`src/rtl/game_pkg.sv`:
```
// Shared definitions for the score/high-score datapath: digit geometry, blink timing
// defaults and the high-score compare FSM encoding.
package game_pkg;

    localparam int unsigned DEF_DIGITS       = 6;
    localparam int unsigned BCD_W            = 4;
    localparam int unsigned DEF_BLINK_CYCLES = 25_000_000;

    typedef enum logic [1:0] {
        IDLE   = 2'd0,
        CMP    = 2'd1,
        UPDATE = 2'd2,
        DONE   = 2'd3
    } state_t;

endpackage

```
`src/rtl/blink_timer.sv`:
```
// Half-period counter and phase bit for the new-record LED blink.
// restart forces a fresh lit half-period, so a new record always starts with the LED on.
module blink_timer
    import game_pkg::*;
#(
    parameter int unsigned BLINK_CYCLES = DEF_BLINK_CYCLES
) (
    input  logic clk,
    input  logic reset,
    input  logic enable,
    input  logic restart,
    output logic phase
);

    localparam int unsigned CNT_W = (BLINK_CYCLES > 1) ? $clog2(BLINK_CYCLES) : 1;

    logic [CNT_W-1:0] cnt;

    always_ff @(posedge clk or posedge reset) begin
        if (reset) begin
            cnt   <= '0;
            phase <= 1'b0;
        end else if (restart) begin
            cnt   <= '0;
            phase <= 1'b1;
        end else if (!enable) begin
            cnt   <= '0;
            phase <= 1'b0;
        end else if (cnt == CNT_W'(BLINK_CYCLES - 1)) begin
            cnt   <= '0;
            phase <= ~phase;
        end else begin
            cnt <= cnt + CNT_W'(1);
        end
    end

endmodule

```
`src/rtl/high_score_tracker.sv`:
```
// Snapshots the BCD run score on gameover, compares it MSD-first against the stored high
// score, updates the high score / new-record flag, and registers the hex display value.
module high_score_tracker
    import game_pkg::*;
#(
    parameter int unsigned DIGITS       = DEF_DIGITS,
    parameter int unsigned BLINK_CYCLES = DEF_BLINK_CYCLES
) (
    input  logic                    clk,
    input  logic                    reset,
    input  logic [BCD_W*DIGITS-1:0] score_bcd,
    input  logic                    gameover,
    input  logic                    show_high,
    output logic [BCD_W*DIGITS-1:0] high_bcd,
    output logic [BCD_W*DIGITS-1:0] disp_bcd,
    output logic                    new_record,
    output logic                    new_record_blink,
    output logic                    busy
);

    localparam int unsigned SCORE_W = BCD_W * DIGITS;
    localparam int unsigned IDX_W   = (DIGITS > 1) ? $clog2(DIGITS) : 1;

    state_t             state;
    state_t             state_next;
    logic               gameover_d;
    logic [SCORE_W-1:0] snap;
    logic [IDX_W-1:0]   idx;
    logic [BCD_W-1:0]   snap_dig_c;
    logic [BCD_W-1:0]   high_dig_c;
    logic               rise_c;
    logic               fall_c;
    logic               load_c;
    logic               step_c;
    logic               update_c;
    logic               clear_c;
    logic               phase;

    assign rise_c = gameover & ~gameover_d;
    assign fall_c = ~gameover & gameover_d;

    // Digit under comparison; idx never exceeds DIGITS-1.
    always_comb begin
        snap_dig_c = '0;
        high_dig_c = '0;
        for (int unsigned i = 0; i < DIGITS; i++) begin
            if (idx == IDX_W'(i)) begin
                snap_dig_c = snap[i*BCD_W +: BCD_W];
                high_dig_c = high_bcd[i*BCD_W +: BCD_W];
            end
        end
    end

    always_ff @(posedge clk or posedge reset) begin
        if (reset) begin
            state <= IDLE;
        end else begin
            state <= state_next;
        end
    end

    always_comb begin
        state_next = state;
        load_c     = 1'b0;
        step_c     = 1'b0;
        update_c   = 1'b0;
        clear_c    = 1'b0;
        case (state)
            IDLE: begin
                if (rise_c) begin
                    load_c     = 1'b1;
                    state_next = CMP;
                end else if (fall_c) begin
                    clear_c = 1'b1;
                end
            end
            CMP: begin
                if (snap_dig_c > high_dig_c) begin
                    state_next = UPDATE;
                end else if (snap_dig_c < high_dig_c) begin
                    state_next = DONE;
                end else if (idx == '0) begin
                    state_next = DONE;
                end else begin
                    step_c = 1'b1;
                end
            end
            UPDATE: begin
                update_c   = 1'b1;
                state_next = DONE;
            end
            DONE: begin
                state_next = IDLE;
            end
            default: begin
                state_next = IDLE;
            end
        endcase
    end

    // Snapshot, digit index, high score, flag and busy registers.
    always_ff @(posedge clk or posedge reset) begin
        if (reset) begin
            gameover_d <= 1'b0;
            snap       <= '0;
            idx        <= '0;
            high_bcd   <= '0;
            new_record <= 1'b0;
            busy       <= 1'b0;
        end else begin
            gameover_d <= gameover;
            busy       <= (state_next != IDLE);
            if (load_c) begin
                snap <= score_bcd;
                idx  <= IDX_W'(DIGITS - 1);
            end
            if (step_c) begin
                idx <= idx - IDX_W'(1);
            end
            if (update_c) begin
                high_bcd   <= snap;
                new_record <= 1'b1;
            end else if (clear_c) begin
                new_record <= 1'b0;
            end
        end
    end

    // Display register samples the pre-update high score in the UPDATE cycle.
    always_ff @(posedge clk or posedge reset) begin
        if (reset) begin
            disp_bcd <= '0;
        end else begin
            disp_bcd <= show_high ? high_bcd : score_bcd;
        end
    end

    blink_timer #(
        .BLINK_CYCLES (BLINK_CYCLES)
    ) u_blink_timer (
        .clk     (clk),
        .reset   (reset),
        .enable  (new_record),
        .restart (update_c),
        .phase   (phase)
    );

    assign new_record_blink = new_record & phase;

endmodule

```
`config.mk`:
```
export PLATFORM = sky130hd
export DESIGN_NAME = high_score_tracker
export DESIGN_NICKNAME = d
export VERILOG_FILES = /design/src/rtl/game_pkg.sv /design/src/rtl/blink_timer.sv /design/src/rtl/high_score_tracker.sv
export SDC_FILE = /design/constraint.sdc
export NUM_CORES = 1
export LEC_CHECK = 0
export ABC_CLOCK_PERIOD_IN_PS = 4000
export BUFFER_PORTS_ARGS = -buffer_cell sky130_fd_sc_hd__buf_4
export CAP_MARGIN = 20
export CORE_MARGIN = 2
export CORE_UTILIZATION = 40
export CTS_CLUSTER_SIZE = 25
export DETAILED_ROUTE_END_ITERATION = 10
export GPL_TIMING_DRIVEN = 0
export PLACE_DENSITY_LB_ADDON = 0.25
export SYNTH_ARGS = -nofsm -noshare
export SYNTH_HDL_FRONTEND = slang
export SYNTH_HIERARCHICAL = 1
export SYNTH_SLANG_ARGS = --single-unit
```
`constraint.sdc`:
```
create_clock -name clk -period 4 [get_ports clk]
set_input_delay 0.2 -clock clk [delete_from_list [all_inputs] [get_ports clk]]
set_output_delay 0.2 -clock clk [all_outputs]
set_load 0.01 [all_outputs]
```
==> results.sh <==
export IMPL_status="complete, no violations"
export IMPL_cts_made_buffers=9
export IMPL_synth_ff_type="dfrtp_1"
export IMPL_synthXorXnorAreaFrac=0.0189
export IMPL_tns_ns=0
export IMPL_worst_pin_slew_ns=0.543
export IMPL_worstPathArrival_ns=3.52
export IMPL_drv_slew=0
export IMPL_grt_pass1_wl_um=18700
export IMPL_ant_nets=0
export IMPL_post_cts_buffers=0
export IMPL_postCtsResizedCells=0
export IMPL_synth_mux_area_frac=0.110
export IMPL_path_max_fanout=6
export IMPL_drt_wl_total_um=11500
export IMPL_syn_area_per_cell_um2=10.7
export IMPL_syn_inst=475
export IMPL_wl_per_cell_um=15.4
export IMPL_synthAdderAreaFrac=0.0246
export IMPL_hp_class="in2reg"
export IMPL_vias=3823
export IMPL_setup_viol=0
export IMPL_overflow=0
export IMPL_max_freq_mhz=304
export IMPL_pre_cts_slack_ns=0.763
export IMPL_insertion_delay_ns=0.35
export IMPL_nets=605
export IMPL_period_minus_slack_ns=3.29
export IMPL_fp_row_count=41
export IMPL_cts_tree="yes"
export IMPL_cts_max_level=3
export IMPL_yosys_area_share_simple=0.190
export IMPL_avgViaCountPerCell=5.15
export IMPL_die_area_um2=13600
export IMPL_p_total_mw=4.34
export IMPL_grt_total_usage=0.180
export IMPL_startpoint_type="flop"
export IMPL_synth_edff_count=0
export IMPL_yosys_warnings=6
export IMPL_port_buffers=77
export IMPL_fin_ws_ns=0.712
export IMPL_grt_pass1_vias=3663
export IMPL_powerDensity_nw_per_um2=698
export IMPL_clockRootBuffer="clkbuf_16"
export IMPL_synth_cell_type_count=55
export IMPL_initialDrtViolationCount=188
export IMPL_diodes=0
export IMPL_place_area_um2=5900
export IMPL_die_height_um=117
export IMPL_fin_area_um2=6210
export IMPL_area_growth_pct=22.2
export IMPL_rsz0062_at_grt="no"
export IMPL_n_fill_cell=1220
export IMPL_synth_compound_area_frac=0.0997
export IMPL_cts_path_max_buffers=2
export IMPL_utilization=0.496
export IMPL_die_w_um=117
export IMPL_syn_num_nets=513
export IMPL_antenna_found_initial=0
export IMPL_ys_seq_area_frac=0.522
export IMPL_p_leak_nw=2.87
export IMPL_ys_ff_latch=106
export IMPL_drive_above_1_share=0.287
export IMPL_coreArea_um2=12500
export IMPL_final_hold_viol_count=0
export IMPL_max_cap_violations=0
export IMPL_placed_cells=725
export IMPL_syn_area_um2=5080
export IMPL_irDropWorstVdd_mv=0.365
export IMPL_start_util=0.406
export IMPL_slew_headroom=0.637
export IMPL_clk_pin_slew_worst_paths_ns=0.07
export IMPL_layoutNonFillerInstCount=743
export IMPL_crit_type="reg2reg"
export IMPL_cts_sinks=106
export IMPL_pin_count=79
export IMPL_fin_crit_sh=0.822
export IMPL_holdWs_ns=0.0466
export IMPL_crit_required_ns=4.23
export IMPL_dpl_hpwl_um=8510
export IMPL_place_congestion=0.860
export IMPL_grt_max_degree=42
export IMPL_cp_end_kind="flop"
export IMPL_synth_top_family_by_area="simple AND/OR/NAND/NOR gates"
export IMPL_first_pass_iters=5
export IMPL_drc=0
export IMPL_synthArstFlopShare=1.00
export IMPL_finClkSkew_ns=0.00567
cell type report:
class                   count  area [um2]  share of cell area
plain buffers              22         138              0.0222
clock buffers              13         250              0.0403
clock inverters             2        13.8             0.00222
inverters                  10        40.0             0.00645
multi-input cells         337        2260               0.363
flip-flops and latches    106        2650               0.427
well taps                 172         215              0.0346
repair buffers             81         646               0.104
critical path, stage by stage (launching register included):
cell and delay, ns:
dfrtp_1 0.43, inv_1 0.13, ha_1 0.28, and2b_1 0.28
a221oi_1 0.13, o311ai_1 0.50, a32o_1 0.20, ha_1 0.27
a21o_1 0.18, o311ai_2 0.32, nor2_1 0.15, o31a_1 0.30
layer usage:
layer | share of wire | vias to the layer above | track usage | wire [um]
met1 | 0.47 | 1847 | 0.254 | 5430
met5 | 0 | - | 0 | 0
met2 | 0.46 | 102 | 0.277 | 5270
met3 | 0.051 | 13 | 0.0332 | 581
met4 | 0.016 | 0 | 0.0675 | 186
li1 | - | 1861 | - | -
cells in the final DEF, fill, tap and decap left out, types with 9 or more instances in the layout:
| cell | synthesis | layout |
|---|---|---|
| buf_2 | 11 | 11 |
| dfrtp_1 | 106 | 106 |
| ha_1 | 10 | 10 |
| buf_4 | 1 | 78 |
| nor2b_1 | 13 | 13 |
| o21ai_0 | 13 | 13 |
| clkbuf_16 | 0 | 9 |
| mux2_2 | 45 | 45 |
| inv_1 | 10 | 9 |
| nor2_1 | 26 | 26 |
| a21oi_1 | 21 | 21 |
| nand2_1 | 96 | 96 |
cell usage after synthesis (3+ instances only):
library cell  number  area, um2
dfrtp_1          106       2650
nand2_1           96        360
mux2_2            45        507
nor2_1            26       97.6
a21oi_1           21        105
nor2b_1           13       81.3
o21ai_0           13       65.1
buf_2             11       55.1
ha_1              10        125
inv_1             10       37.5
nand3_1            8       40.0
o31ai_1            6       45.0
or4_1              6       45.0
xnor2_1            6       52.6
buf_6              5       56.3
clkbuf_1           5       18.8
nand2b_1           5       31.3
nand4_1            5       31.3
or3_1              5       31.3
xor2_1             5       43.8
a221oi_1           4       35.0
a22o_1             4       35.0
and3_1             4       25.0
and4_1             4       35.0
o22ai_1            4       25.0
o311ai_1           4       35.0
a22oi_1            3       22.5
and3b_1            3       26.3
mux2_1             3       33.8
nor3_1             3       15.0
report_power, final:
part	switching [mW]	total (mW)	internal [mW]
logic	0.892	1.79	0.902
registers	0.312	1.73	1.42
clock network	0.376	0.813	0.437
total	1.58	4.34	2.76
state kept, by name (all words and copies together), names as in the netlist:
name	count
high_bcd	24
idx	3
gameover_d	1
snap	24
state	2
u_blink_timer/phase	1
busy	1
u_blink_timer/cnt	25
disp_bcd	24
new_record	1
worst paths after layout:
kind                                           startpoint                         endpoint  slack, ns  cells after the start
max in group asynchronous                           reset           disp_bcd[15]$_DFF_PP0_       2.94                      4
min                                         score_bcd[19]             snap[19]$_DFFE_PP0P_       0.05                      3
min reg2reg                u_blink_timer/cnt[0]$_DFF_PP0_   u_blink_timer/cnt[0]$_DFF_PP0_       0.48                      1
max                                    idx[0]$_DFFE_PP0P_               idx[2]$_DFFE_PP0P_       0.71                     11
max reg2reg                            idx[0]$_DFFE_PP0P_               idx[2]$_DFFE_PP0P_       0.71                     11
min in group asynchronous                           reset  u_blink_timer/cnt[11]$_DFF_PP0_       0.40                      3
what timing repair did:
action / CTS / global route
endpoints found under the hold margin: 40 / 0
endpoints found under the setup margin: 0 / 0
hold buffers: 2 / 0
cell families after synthesis:
| kind of cell | count (synthesis) |
|---|---|
| AO/OA/AOI/OAI | 73 |
| flip-flops | 106 |
| AND/OR/NAND/NOR | 193 |
| buffers and inverters | 32 |
| multiplexers | 50 |
| adder cells (fa/ha/maj) | 10 |
| XOR/XNOR | 11 |
No activity file was read; power rests on OpenSTA's default activity.
